<file path="src/rtl/psg_multi.sv">
// psg_multi: multi-channel tone/noise sound generator with ring modulation,
// saturating stereo mixer and per-channel zero interrupts on the Z80 I/O bus.
module psg_multi #(
  parameter int CHANNELS = 3,
  parameter int PERIOD_W = 12,
  parameter int LEVEL_W = 6,
  parameter int OUT_W = 9,
  parameter logic [1:0] BASE = 2'b10,
  parameter int NDIV = 16
) (
  input  logic                clock,
  input  logic                reset,
  input  logic                cecpu,
  input  logic                ceaud,
  input  logic                iorq,
  input  logic                wr,
  input  logic [7:0]          a,
  input  logic [7:0]          d,
  output logic [CHANNELS-1:0] irq,
  output logic [OUT_W-1:0]    l,
  output logic [OUT_W-1:0]    r
);
  localparam int DIV_W = NDIV > 1 ? $clog2(NDIV) : 1;
  localparam int SUM_W = OUT_W > LEVEL_W + 3 ? OUT_W : LEVEL_W + 3;
  localparam logic [SUM_W-1:0] MAX_OUT = SUM_W'({OUT_W{1'b1}});
  localparam logic [DIV_W-1:0] DIV_LAST = DIV_W'(NDIV - 1);
  localparam logic [2:0] LAST_CH = 3'(CHANNELS - 1);

  logic [PERIOD_W-1:0] period [CHANNELS];
  logic [PERIOD_W-1:0] count [CHANNELS];
  logic [1:0] poly [CHANNELS];
  logic [LEVEL_W-1:0] lvlL [CHANNELS];
  logic [LEVEL_W-1:0] lvlR [CHANNELS];
  logic [CHANNELS-1:0] sync, ring, tone, out, z, pre, nbr;
  logic [1:0] nSrc, nTaps;
  logic nSwap, nRing, nout, lDac, rDac, nPre, fb17, nTick, we;
  logic [LEVEL_W-1:0] nLvlL, nLvlR;
  logic [3:0] lfsr4;
  logic [4:0] lfsr5;
  logic [16:0] lfsr17;
  logic [6:0] lfsr7;
  logic [DIV_W-1:0] div;
  logic [2:0] ch, idx, srcCh;
  logic [7:0] zx;
  logic [SUM_W-1:0] sumL, sumR;

  assign we = cecpu && !iorq && !wr && a[7:6] == BASE;
  assign ch = a[5:3];
  assign idx = a[2:0];
  assign nbr = (out << 1) | (out >> (CHANNELS - 1));
  assign zx = 8'(z);
  assign srcCh = {1'b0, nSrc} - 3'd1 > LAST_CH ? LAST_CH : {1'b0, nSrc} - 3'd1;
  assign nTick = nSrc == 2'd0 ? ceaud && div == DIV_LAST : zx[srcCh];
  assign nPre = nSwap ? lfsr7[0] : lfsr17[0];
  assign fb17 = nTaps == 2'd0 ? lfsr17[16] ^ lfsr17[13] :
                nTaps == 2'd1 ? lfsr17[14] ^ lfsr17[13] :
                nTaps == 2'd2 ? lfsr17[10] ^ lfsr17[8] : lfsr17[8] ^ lfsr17[4];

  // All sources and neighbour bits are the values held before the current clock.
  always_comb begin
    z = '0;
    pre = '0;
    sumL = nout ? SUM_W'(nLvlL) : '0;
    sumR = nout ? SUM_W'(nLvlR) : '0;
    for (int k = 0; k < CHANNELS; k++) begin
      z[k] = ceaud && count[k] == '0 && !sync[k];
      pre[k] = poly[k] == 2'd0 ? tone[k] : poly[k] == 2'd1 ? lfsr4[0] : poly[k] == 2'd2 ? lfsr5[0] : nout;
      sumL = sumL + (out[k] ? SUM_W'(lvlL[k]) : '0);
      sumR = sumR + (out[k] ? SUM_W'(lvlR[k]) : '0);
    end
  end

  always_ff @(posedge clock or negedge reset)
    if (!reset) begin
      for (int k = 0; k < CHANNELS; k++) begin
        period[k] <= '0;
        count[k] <= '0;
        poly[k] <= '0;
        lvlL[k] <= '0;
        lvlR[k] <= '0;
      end
      {sync, ring, tone, out, irq} <= '0;
      {nSrc, nTaps, nSwap, nRing, nout, lDac, rDac} <= '0;
      {nLvlL, nLvlR} <= '0;
      {lfsr4, lfsr5, lfsr17, lfsr7} <= '1;
      div <= '0;
      l <= '0;
      r <= '0;
    end else begin
      for (int k = 0; k < CHANNELS; k++) begin
        if (we && ch == 3'(k)) begin
          if (idx == 3'd0) period[k][7:0] <= d;
          if (idx == 3'd1) period[k][PERIOD_W-1:8] <= d[PERIOD_W-9:0];
          if (idx == 3'd2) {poly[k], ring[k], sync[k]} <= d[3:0];
          if (idx == 3'd3) lvlL[k] <= d[LEVEL_W-1:0];
          if (idx == 3'd4) lvlR[k] <= d[LEVEL_W-1:0];
        end
        if (ceaud) count[k] <= sync[k] || count[k] == '0 ? period[k] : count[k] - 1'b1;
        if (z[k]) out[k] <= ring[k] ? ~(pre[k] ^ nbr[k]) : pre[k];
      end
      if (we && ch == 3'd7) begin
        if (idx == 3'd0) {nRing, nSwap, nTaps, nSrc} <= d[5:0];
        if (idx == 3'd3) nLvlL <= d[LEVEL_W-1:0];
        if (idx == 3'd4) nLvlR <= d[LEVEL_W-1:0];
        if (idx == 3'd5) {rDac, lDac} <= d[1:0];
      end
      tone <= (tone ^ z) & ~sync;
      irq <= z;
      if (ceaud) begin
        lfsr4 <= lfsr4 == '0 ? '1 : {lfsr4[2:0], lfsr4[3] ^ lfsr4[2]};
        lfsr5 <= lfsr5 == '0 ? '1 : {lfsr5[3:0], lfsr5[4] ^ lfsr5[2]};
        div <= div == DIV_LAST ? '0 : div + 1'b1;
      end
      if (nTick) begin
        lfsr17 <= lfsr17 == '0 ? '1 : {lfsr17[15:0], fb17};
        lfsr7 <= lfsr7 == '0 ? '1 : {lfsr7[5:0], lfsr7[6] ^ lfsr7[5]};
        nout <= nRing ? ~(nPre ^ out[0]) : nPre;
      end
      l <= lDac ? OUT_W'(lvlL[0]) : sumL > MAX_OUT ? '1 : OUT_W'(sumL);
      r <= rDac ? OUT_W'(lvlR[0]) : sumR > MAX_OUT ? '1 : OUT_W'(sumR);
    end
endmodule
</file>
<file path="config.mk">
export PLATFORM = sky130hd
export DESIGN_NAME = psg_multi
export DESIGN_NICKNAME = d
export VERILOG_FILES = /design/src/rtl/psg_multi.sv
export SDC_FILE = /design/constraint.sdc
export NUM_CORES = 1
export LEC_CHECK = 0
export CAP_MARGIN = 20
export CORE_MARGIN = 4
export CORE_UTILIZATION = 65
export DETAILED_ROUTE_END_ITERATION = 8
export GPL_ROUTABILITY_DRIVEN = 0
export GPL_TIMING_DRIVEN = 0
export PLACE_DENSITY = 0.83
export RECOVER_POWER = 50
export SLEW_MARGIN = 20
export SYNTH_ARGS = -nofsm -noshare
export SYNTH_HDL_FRONTEND = slang
export SYNTH_SLANG_ARGS = --single-unit
</file>
<file path="constraint.sdc">
create_clock -name clock -period 8.1 [get_ports clock]
set_input_delay 1.62 -clock clock [delete_from_list [all_inputs] [get_ports clock]]
set_output_delay 1.62 -clock clock [all_outputs]
set_load 0.05 [all_outputs]
</file>
==> summary.md, run 1 <==
| Metric | Value |
|---|---|
| Status | finished with violations |
| Violated checks | max-capacitance violations, max-slew violations |
| First-pass GRT wire length | 39.5 mm |
| Commonest non-fill, non-tap cell in the layout | dfrtp_1 |
| VDD IR max | 0.000208 V |
| Fin cells | 1284 |
| All-layer global routing usage | 27.0% |
| Worst hold path class | reg -> reg |
| Post-synthesis sequential area ratio | 48.2% |
| DRC viols | 0 |
| CORE AREA | 0.0159 mm2 |
| Chip height | 136 um |
| Vias in the first global route | 7798 |
| Syn Inst Count | 987 |
| Int Pwr | 1940 uW |
| Flop pwr share | 46.9% |
| WL/cell | 18.8 um |
| Clk buf depth | 3 |
| Setup bufs post-CTS | 0 |
| EDFF count, synth | 0 |
| Switching Fraction | 28.0% |
| Total grt overflow | 0 |
| Reg2reg end | r[7] |
| Num Clock Sinks | 203 |
| Final HPWL DP | 16.5 mm |
| Initial antenna violation count | 0 |
| Pwr Total | 2700 uW |
| Proportion of netlist area held by the largest area contributor | 40.1% |
| Most frequent cells in the layout | dfrtp_1, mux2_2, inv_1, nor2_1, nand2_1 |
| Largest net degree at the start of global routing | 103 |
| Multi-input gate area | 0.00497 mm2 |
| Min cycle time layout | 3.74 ns |
| Synth area leaders | dfrtp_1, mux2_2, dfstp_2 |
| Placed Cells incl. Taps | 1244 |
| Leak pwr | 0.00568 uW |
| Synth cell types | 70 |
| Max Clock Freq | 267 MHz |
| IO buf count | 38 |
| Critical Path Fanout Max | 10 |
| Starting Density | 66.6% |
| DIE WIDTH | 136 um |
| DR pass1 iterations | 5 |
| Final setup fails | 0 |
| Worst setup path end | count[7] |
| Post-route cell area | 0.0121 mm2 |
| Nets | 1121 |
| Reg2reg path depth | 12 |
| Register bit count reported by yosys | 203 |
| Critical R2R Launch | out[0] |
| Clock skew | 0.0100 ns |
| Hold Vio Cnt, Final | 0 |
| Final wirelength | 24.2 mm |
| Clk Latency, worst-skew pair | 0.50 ns |
| H-tree levels | 1 |
| Largest area contributor in the netlist | dfrtp_1 |
| CTS Root Cell | clkbuf_16 |
| Period Utilization, post-route | 46.2% |
| Max capacitance violation total | 1 |
| Vias per cell | 6.03 |
| Logic pwr share | 15.1% |
| Antenna Cells | 0 |
| Register area | 0.00512 mm2 |
| Number of antenna-violating nets in the routed design | 0 |
| Placed instance area | 0.0113 mm2 |
| CTS clk-pin slew, worst paths | 0.06 ns |
| CP startpoint | ceaud |
| Critical path class | in -> reg |
| Ports | 43 |
| Num rows | 46 |
| Slew headroom | -41.2% |
| CTS hold repair buffers | 0 |
| Die Area | 0.0184 mm2 |
| Share of post-route cells with drive strength above 1 | 19.8% |
| Synthesized area per cell | 10.8 um2 |
| PwrDens | 223 mW/mm2 |
| Fill cell count | 1038 |
| DR vias | 7746 |
| Unrepaired setup endpoints after global routing | false |
| Syn Std Cell Area | 0.0106 mm2 |
| Arr. time, crit path | 4.15 ns |
| Power share of the clock group | 38.0% |
| Area Overhead vs Synth | 13.7% |
| Worst Path Required | 8.51 ns |
| Drt initial violations | 592 |
| Max Slew Vio Count | 38 |
| Critical path endpoint category | register |
| Post-cts sizing count | 0 |
| Worst-margin pin slew | 2.12 ns |
| CP startpoint kind | primary input |
| Predominant post-synthesis flop cell | dfrtp_1 |
| Asr flop ratio synth | 100% |
| CTS tree | built |
| FF-to-FF setup slack | 4.38 ns |
| P_sw | 754 uW |
| Yosys warns | 0 |
| Clock buffers created by TritonCTS | 23 |
## cells by family after synthesis
group / after synthesis / synth area share, %
buffers and inverters: 131 / 4.99
other: 1 / 0.0353
XOR/XNOR: 15 / 1.24
AO/OA/AOI/OAI: 156 / 9.18
flip-flops: 203 / 48.2
adder cells (fa/ha/maj): 46 / 7.12
AND/OR/NAND/NOR: 292 / 14.0
multiplexers: 143 / 15.2
## cells in the mapped netlist (6+ instances only)
cell,instances
nand3_1,15
nor3b_1,6
dfrtp_1,170
clkbuf_1,30
xnor2_1,9
nor2_1,80
nor2b_1,8
dfstp_2,33
a21oi_1,49
fa_1,24
ha_1,22
a22o_1,8
nand2b_1,7
o21ai_0,56
mux2_2,113
nor4_1,13
and2_1,30
nor3_1,19
inv_1,87
xor2_1,6
nand2_1,73
mux2i_1,25
## critical path: stages
cell and delay [ns]:
dlygate4sd3_1 0.73, clkbuf_1 0.39, clkbuf_1 0.58, buf_1 0.53, nand3_1 0.15, o211ai_1 0.14
## state kept, by name, indices dropped and copies added, names as in the netlist, 5 cells and up
name / cells
lfsr7: 7
count: 36
lvlR: 18
lfsr5: 5
lfsr17: 17
period: 36
nLvlR: 6
r: 8
poly: 6
lvlL: 18
l: 8
nLvlL: 6
## metal layers
| layer | track usage, % | up-vias | wire, um | share of wire [%] |
|---|---|---|---|---|
| li1 | - | 3527 | - | - |
| met1 | 37.4 | 3936 | 10600 | 44 |
| met2 | 44.5 | 230 | 11800 | 49 |
| met3 | 3.12 | 53 | 989 | 4.1 |
| met4 | 9.80 | 0 | 805 | 3.3 |
| met5 | 0 | - | 0 | 0 |
## power groups by stage
stage / clock (uW) / sequential (uW) / combinational (uW)
2_1_floorplan: 0 / 1250 / 294
3_3_place_gp: 0 / 1270 / 383
3_5_place_dp: 0 / 1270 / 406
4_1_cts: 1030 / 1260 / 406
5_1_grt: 1070 / 1280 / 460
6_report: 1020 / 1270 / 408
## worst min path at each step
| stage | from | end | slack, ns | cells after the start |
|---|---|---|---|---|
| 2_1_floorplan | lfsr17[16] | lfsr17[16] | 0.45 | 2 |
| 3_3_place_gp | lfsr17[12] | lfsr17[12] | 0.46 | 2 |
| 3_5_place_dp | lfsr17[1] | lfsr17[1] | 0.47 | 2 |
| 4_1_cts | lfsr17[7] | lfsr17[7] | 0.48 | 2 |
| 5_1_grt | lfsr17[16] | lfsr17[16] | 0.49 | 2 |
| 6_report | lfsr17[1] | lfsr17[1] | 0.48 | 2 |
## per-stage QoR
step	setup WS, ns	setup TNS [ns]	util (%)	hold slack (ns)
finish	4.36	0	75.7	0.476
global route	4.20	0	75.7	0.491
CTS	4.40	0	75.8	0.476
detailed placement	3.88	0	71.1	0.467
global placement	-2.96	-511.26	70.7	0.459
floorplan	4.70	0	-	0.451
## area by class of cell
class,count,share of cell area (%)
plain buffers,43,1.65
clock buffers,34,5.77
clock inverters,6,0.456
inverters,88,2.74
multi-input cells,654,41.2
flip-flops and latches,203,42.4
well taps,216,2.24
repair buffers,40,3.56
Note: power is estimated with default switching activity, not from simulation.
==> run 2: changes to the inputs <==
Settings changed: CORE_UTILIZATION 65 to 61, PLACE_DENSITY 0.83 to 0.79.
Clock period 8.1 ns to 3.8 ns, I/O delays scaled along.
==> run 2 against run 1 <==
  * Critical path type is now reg -> reg
  * Non-clock buffer count decreased by 1
  * Cell count increased by 0.23%
  * Flip-flop and latch count unchanged
  * Power increased by 110%
  * Combinational power increased by 110%
  * Critical endpoint is now l[7]
  * Clock power increased by 97%
  * Design area decreased by 0.85%
  * First-iteration DRC count increased by 0.68%
  * The flow still finishes with violations (max-capacitance violations, max-slew violations)
==> summary.md, run 2 (synthesized netlist as in run 1, its figures left out) <==
| Metric | Value |
|---|---|
| Die Area | 0.0196 mm2 (+6.2%) |
| Min cycle time layout | 3.57 ns |
| Critical R2R Launch | out[1] |
| Slowest stage delay, CP | 0.56 ns (-0.17 ns) |
| Nets | 1119 (-0.18%) |
| Place WS | 0.171 ns (-3.70 ns) |
| HP Start | lfsr7[3] |
| Share of post-route cells with drive strength above 1 | 19.0% (-0.73 points) |
| Period Utilization, post-route | 93.9% |
| Pwr Total | 5580 uW (+110%) |
| DR pass1 iterations | 5 (unchanged) |
| Most frequent cells in the layout | dfrtp_1, mux2_2, inv_1, nor2_1, nand2_1 |
| Hold Worst Slack | 0.474 ns (-0.00218 ns) |
| DIE WIDTH | 140 um (+3.0%) |
| Worst Path Required | 4.22 ns (-4.29 ns) |
| FF-to-FF setup slack | 0.23 ns (-4.15 ns) |
| Final setup fails | 0 (unchanged) |
| CTS clk-pin slew, worst paths | 0.06 ns (about the same) |
| Antenna Cells | 0 (unchanged) |
| Setup bufs post-CTS | 0 (unchanged) |
| Initial antenna violation count | 0 (unchanged) |
| Clk buf depth | 3 (unchanged) |
| Status | finished with violations |
| PwrDens | 466 mW/mm2 (+110%) |
| VDD IR max | 0.000379 V (+82%) |
| CTS hold repair buffers | 0 (unchanged) |
| CTS tree | built |
| WHS Path Cells | 2 (unchanged) |
| Unrepaired setup endpoints after global routing | false |
| Max Clock Freq | 280 MHz |
| Hold endpoint | lfsr7[3] |
| Critical path class | reg -> reg |
| Leak pwr | 0.00563 uW (-0.84%) |
| Regs by FF count | count (36), period (36) |
| Clock skew | 0.0126 ns (+0.00250 ns) |
| CP Cell Sequence | clkbuf_1 > and2_1 > fa_1 > fa_1 > ha_1 > inv_1 > fa_1 > nor2b_1 > o21ai_0 > a21oi_1 > o21ai_0 > a21oi_1 |
| Final HPWL DP | 16.5 mm (+0.12%) |
| Fin worst setup slack | 0.233 ns (-4.13 ns) |
| Clk Latency, worst-skew pair | 0.50 ns (about the same) |
| All-layer global routing usage | 25.0% (-2.0 points) |
| CORE AREA | 0.0168 mm2 (+5.5%) |
| Slew headroom | -32.6% (+8.6 points) |
| CP startpoint kind | register |
| IO buf count | 38 (unchanged) |
| Starting Density | 63.1% (-3.5 points) |
| Worst path most repeated cell | fa_1 |
| Chip height | 140 um (+3.0%) |
| DR vias | 7568 (-2.3%) |
| Number of antenna-violating nets in the routed design | 0 (unchanged) |
| Max capacitance violation total | 1 (unchanged) |
| Final wirelength | 24.0 mm (-0.70%) |
| H-tree levels | 1 (unchanged) |
| First-pass GRT wire length | 39.7 mm (+0.37%) |
| Drt initial violations | 596 (+0.68%) |
| Clock buffers created by TritonCTS | 22 (-4.3%) |
| Vias in the first global route | 7547 (-3.2%) |
| CP delay by family, top | adder cells |
| Vias per cell | 5.88 (-2.5%) |
| Ports | 43 (unchanged) |
| Area Overhead vs Synth | 12.8% |
| Num rows | 47 (+2.2%) |
| Worst hold path class | reg -> reg |
| Commonest non-fill, non-tap cell in the layout | dfrtp_1 |
| Critical path's slowest cell | fa_1 |
| Critical path endpoint category | register |
| Critical Path Fanout Max | 10 (unchanged) |
| CTS Root Cell | clkbuf_16 |
| Total grt overflow | 0 (unchanged) |
| Arr. time, crit path | 3.99 ns (-0.16 ns) |
| Worst-margin pin slew | 1.99 ns (-0.129 ns) |
| WL/cell | 18.6 um (-0.93%) |
| Reg2reg end | l[7] |
| Violated checks | max-capacitance violations, max-slew violations |
| DRC viols | 0 (unchanged) |
| Largest net degree at the start of global routing | 81 (-21%) |
| Levels on crit path | 12 (+6) |
| Max Slew Vio Count | 80 (+110%) |
| Hold Vio Cnt, Final | 0 (unchanged) |
| Bufs and invs on worst path | 2 (-2) |
| Num Clock Sinks | 203 (unchanged) |
| Reg2reg path depth | 12 (unchanged) |
[run 2: changes by cell type in the layout (fill, tap and decap cells not counted), moves of 2 or more]
cell	change
clkbuf_1	+5
clkbuf_2	+2
clkbuf_8	-4
clkinv_2	-2
[run 2: per-stage QoR]
stage	TNS (ns)	cell area [um2]	std cells	utilization (%)
final	0	12000	1287	71.2
after global routing	0	12000	1287	71.2
after CTS	0	12000	1288	71.4
after detailed placement	0	11300	1248	67.4
after global placement	-1217.44	11300	1246	67.0
after floorplan	0	10600	988	-
[run 2: worst max path at each step]
stage               slack [ns]        to  startpoint
finish                    0.23      l[7]      out[1]
CTS                       0.14      r[7]      out[0]
detailed placement        0.17      r[7]      out[0]
floorplan                 0.73      l[6]        nout
global placement         -6.44  lvlL[16]       reset
global route              0.05  nLvlL[2]       reset
[run 2: metal layers]
metal	up-vias	wire length, um	GRT usage (%)
li1	3530	-	-
met1	3754	10400	35.5
met2	215	11500	39.7
met3	69	1090	3.58
met4	0	973	9.33
met5	-	0	0
[run 2: power breakdown]
part / leakage (uW) / switching [uW] / total [uW] / internal [uW]
combinational: 0.00265 / 504 / 863 / 360
clock: 0.000336 / 822 / 2010 / 1190
sequential: 0.00265 / 256 / 2700 / 2450
total: 0.00563 / 1580 / 5580 / 4000
[run 2: final cells by class]
type,instances,area [um2]
multi-input combinational,654,4960
timing repair buffer,40,408
inverter,88,330
clock inverter,3,15.0
sequential,203,5120
fill,1240,4850
clock buffer,37,668
buffer,42,195
tap,220,275
[run 2: worst min-delay path: stages (launching register included)]
cell     delay [ns]
dfstp_2        0.37
inv_1          0.04
mux2i_1        0.05
[run 2: what timing repair did]
item                                    4_1_cts  5_1_grt
hold endpoints to repair                      0        0
endpoints found under the setup margin        0        4
gates resized for setup                       0        2
==> run 3: changes to the inputs <==
Settings changed: CORE_UTILIZATION 61 to 64, DONT_BUFFER_PORTS set to 1.
==> run 3 against run 2 <==
  * The flow finishes with violations (negative hold slack)
  * Global-route usage increased by 1.2 points
  * Die area shrank 4.4%
  * Critical path depth did not move
  * Design area decreased by 2.5%
  * Worst hold slack worse by 0.52 ns
  * First-iteration DRC count is 12% lower
  * Register-to-register slack improved by 0.07 ns
  * Core utilization rose by 1.5 points
  * Count of clock-buffer cells in the layout decreased by 3
  * Critical endpoint unchanged
==> summary.md, run 3 (synthesized netlist as in run 1, its figures left out) <==
| Metric | Value |
|---|---|
| Total grt overflow | 0 (unchanged) |
| H-tree levels | 1 (unchanged) |
| Ports | 43 (unchanged) |
| Post-route cell area | 0.0117 mm2 (-2.5%) |
| Arr. time, crit path | 3.90 ns (-0.09 ns) |
| Period Utilization, post-route | 92.0% (-1.9 points) |
| Hold Worst Slack | -0.0418 ns (-0.515 ns) |
| Reg2reg path depth | 12 (unchanged) |
| CP Cell Sequence | clkbuf_2 > and2_1 > fa_1 > fa_1 > ha_1 > inv_1 > fa_1 > nor2b_1 > o21ai_0 > a21oi_1 > o21ai_0 > a21oi_1 |
| Unrepaired setup endpoints after global routing | false |
| Initial antenna violation count | 0 (unchanged) |
| Max capacitance violation total | 0 (-1) |
| Bufs and invs on worst path | 2 (unchanged) |
| Max Slew Vio Count | 0 (-100%) |
| Fin worst setup slack | 0.306 ns (+0.0726 ns) |
| Clock skew | 0.00923 ns (-0.00333 ns) |
| CORE AREA | 0.0161 mm2 (-4.5%) |
| Levels on crit path | 12 (unchanged) |
| Worst hold path class | in -> async |
| CP delay by family, top | adder cells |
| Violated checks | negative hold slack |
| Clk Latency, worst-skew pair | 0.50 ns (about the same) |
| DRC viols | 0 (unchanged) |
| Commonest non-fill, non-tap cell in the layout | dfrtp_1 |
| DR pass1 iterations | 4 (-1) |
| Worst setup path end | l[7] |
| Worst Path Required | 4.21 ns (about the same) |
| Drt initial violations | 522 (-12%) |
| FF-to-FF setup slack | 0.31 ns (+0.07 ns) |
| Critical R2R Launch | out[0] |
| Die Area | 0.0187 mm2 (-4.4%) |
| CTS clk-pin slew, worst paths | 0.06 ns (about the same) |
| Status | finished with violations |
| PwrDens | 492 mW/mm2 (+5.6%) |
| Register area | 0.00512 mm2 (unchanged) |
| Critical path endpoint category | register |
| Reg2reg end | l[7] |
| CTS tree | built |
| First-pass GRT wire length | 38.7 mm (-2.3%) |
| Final HPWL DP | 15.8 mm (-4.1%) |
| TNS Setup | 0 ns (unchanged) |
| Final wirelength | 23.4 mm (-2.4%) |
| Antenna Cells | 0 (unchanged) |
| Critical Path Fanout Max | 10 (unchanged) |
| DIE WIDTH | 137 um (-2.2%) |
| Slowest stage delay, CP | 0.56 ns (about the same) |
| Worst path most repeated cell | fa_1 |
| Leak pwr | 0.00553 uW (-1.8%) |
| Final setup fails | 0 (unchanged) |
| CTS Root Cell | clkbuf_16 |
| Slew headroom | 35.9% (+68 points) |
| Num Clock Sinks | 203 (unchanged) |
| Nets | 1079 (-3.6%) |
| IO buf count | 0 (-100%) |
| Largest net degree at the start of global routing | 204 (+150%) |
| Worst-margin pin slew | 0.953 ns (-1.04 ns) |
| Pwr Total | 5740 uW (+2.9%) |
| Regs by FF count | count (36), period (36) |
| Area Overhead vs Synth | 9.90% |
| Clk buf depth | 3 (unchanged) |
| Multi-input gate area | 0.00497 mm2 (+0.25%) |
| Hold Vio Cnt, Final | 69 (+69) |
| VDD IR max | 0.000397 V (+4.9%) |
| CP startpoint | out[0] |
| Fill cell count | 1099 (-11%) |
| Vias per cell | 5.98 (+1.7%) |
| Vias in the first global route | 7544 (-0.040%) |
| WL/cell | 18.9 um (+1.2%) |
| Most frequent cells in the layout | dfrtp_1, mux2_2, inv_1, nor2_1, nand2_1 |
| All-layer global routing usage | 26.2% (+1.2 points) |
| Starting Density | 66.1% (+3.0 points) |
| Clock buffers created by TritonCTS | 22 (unchanged) |
| Place WS | 0.176 ns (+0.00420 ns) |
| Critical path class | reg -> reg |
| DR vias | 7428 (-1.8%) |
| CP startpoint kind | register |
| Placed instance area | 0.0109 mm2 (-3.9%) |
| Chip height | 137 um (-2.2%) |
| Num rows | 46 (-2.1%) |
| Min cycle time layout | 3.49 ns (-0.0726 ns) |
| Number of antenna-violating nets in the routed design | 0 (unchanged) |
| Critical path's slowest cell | fa_1 |
| Max Clock Freq | 286 MHz (+2.1%) |
| Share of post-route cells with drive strength above 1 | 20.3% (+1.2 points) |
run 3: cell type report:
cell class / count / share of cell area [%]
plain buffers: 42 / 1.69
clock inverters: 5 / 0.858
multi-input cells: 654 / 42.6
flip-flops and latches: 203 / 43.9
well taps: 216 / 2.32
clock buffers: 34 / 5.80
inverters: 88 / 2.83
run 3: timing repair:
item,in CTS,in global routing
resized for setup,0,4
setup endpoints to repair,0,4
setup buffers,0,0
hold endpoints to repair,170,170
run 3: how the worst min path moves through the flow:
stage,start,to,slack [ns]
6_report,reset,count[4],-0.04
5_1_grt,reset,count[4],-0.06
4_1_cts,reset,period[2],-0.05
3_5_place_dp,reset,count[4],0.47
3_3_place_gp,lfsr17[12],lfsr17[12],0.46
2_1_floorplan,lfsr17[16],lfsr17[16],0.45
run 3: routing by layer:
| layer | vias up | GRT usage, % | share of wire, % |
|---|---|---|---|
| met1 | 3702 | 36.3 | 43 |
| met3 | 49 | 5.00 | 6.1 |
| met4 | 0 | 7.59 | 3.0 |
| met5 | - | 0 | 0 |
| met2 | 226 | 42.7 | 48 |
| li1 | 3451 | - | - |
run 3: report_power, final:
group / leakage, uW / total (uW) / internal (uW) / switching (uW)
clock network: 0.000383 / 2250 / 1420 / 830
registers: 0.00265 / 2710 / 2450 / 258
logic: 0.00250 / 784 / 338 / 446
total: 0.00553 / 5740 / 4210 / 1530
run 3: per-stage QoR:
step	util, %	instances
global placement	67.8	1204
CTS	72.6	1243
floorplan	-	988
finish	72.6	1242
detailed placement	67.8	1204
global route	72.6	1242
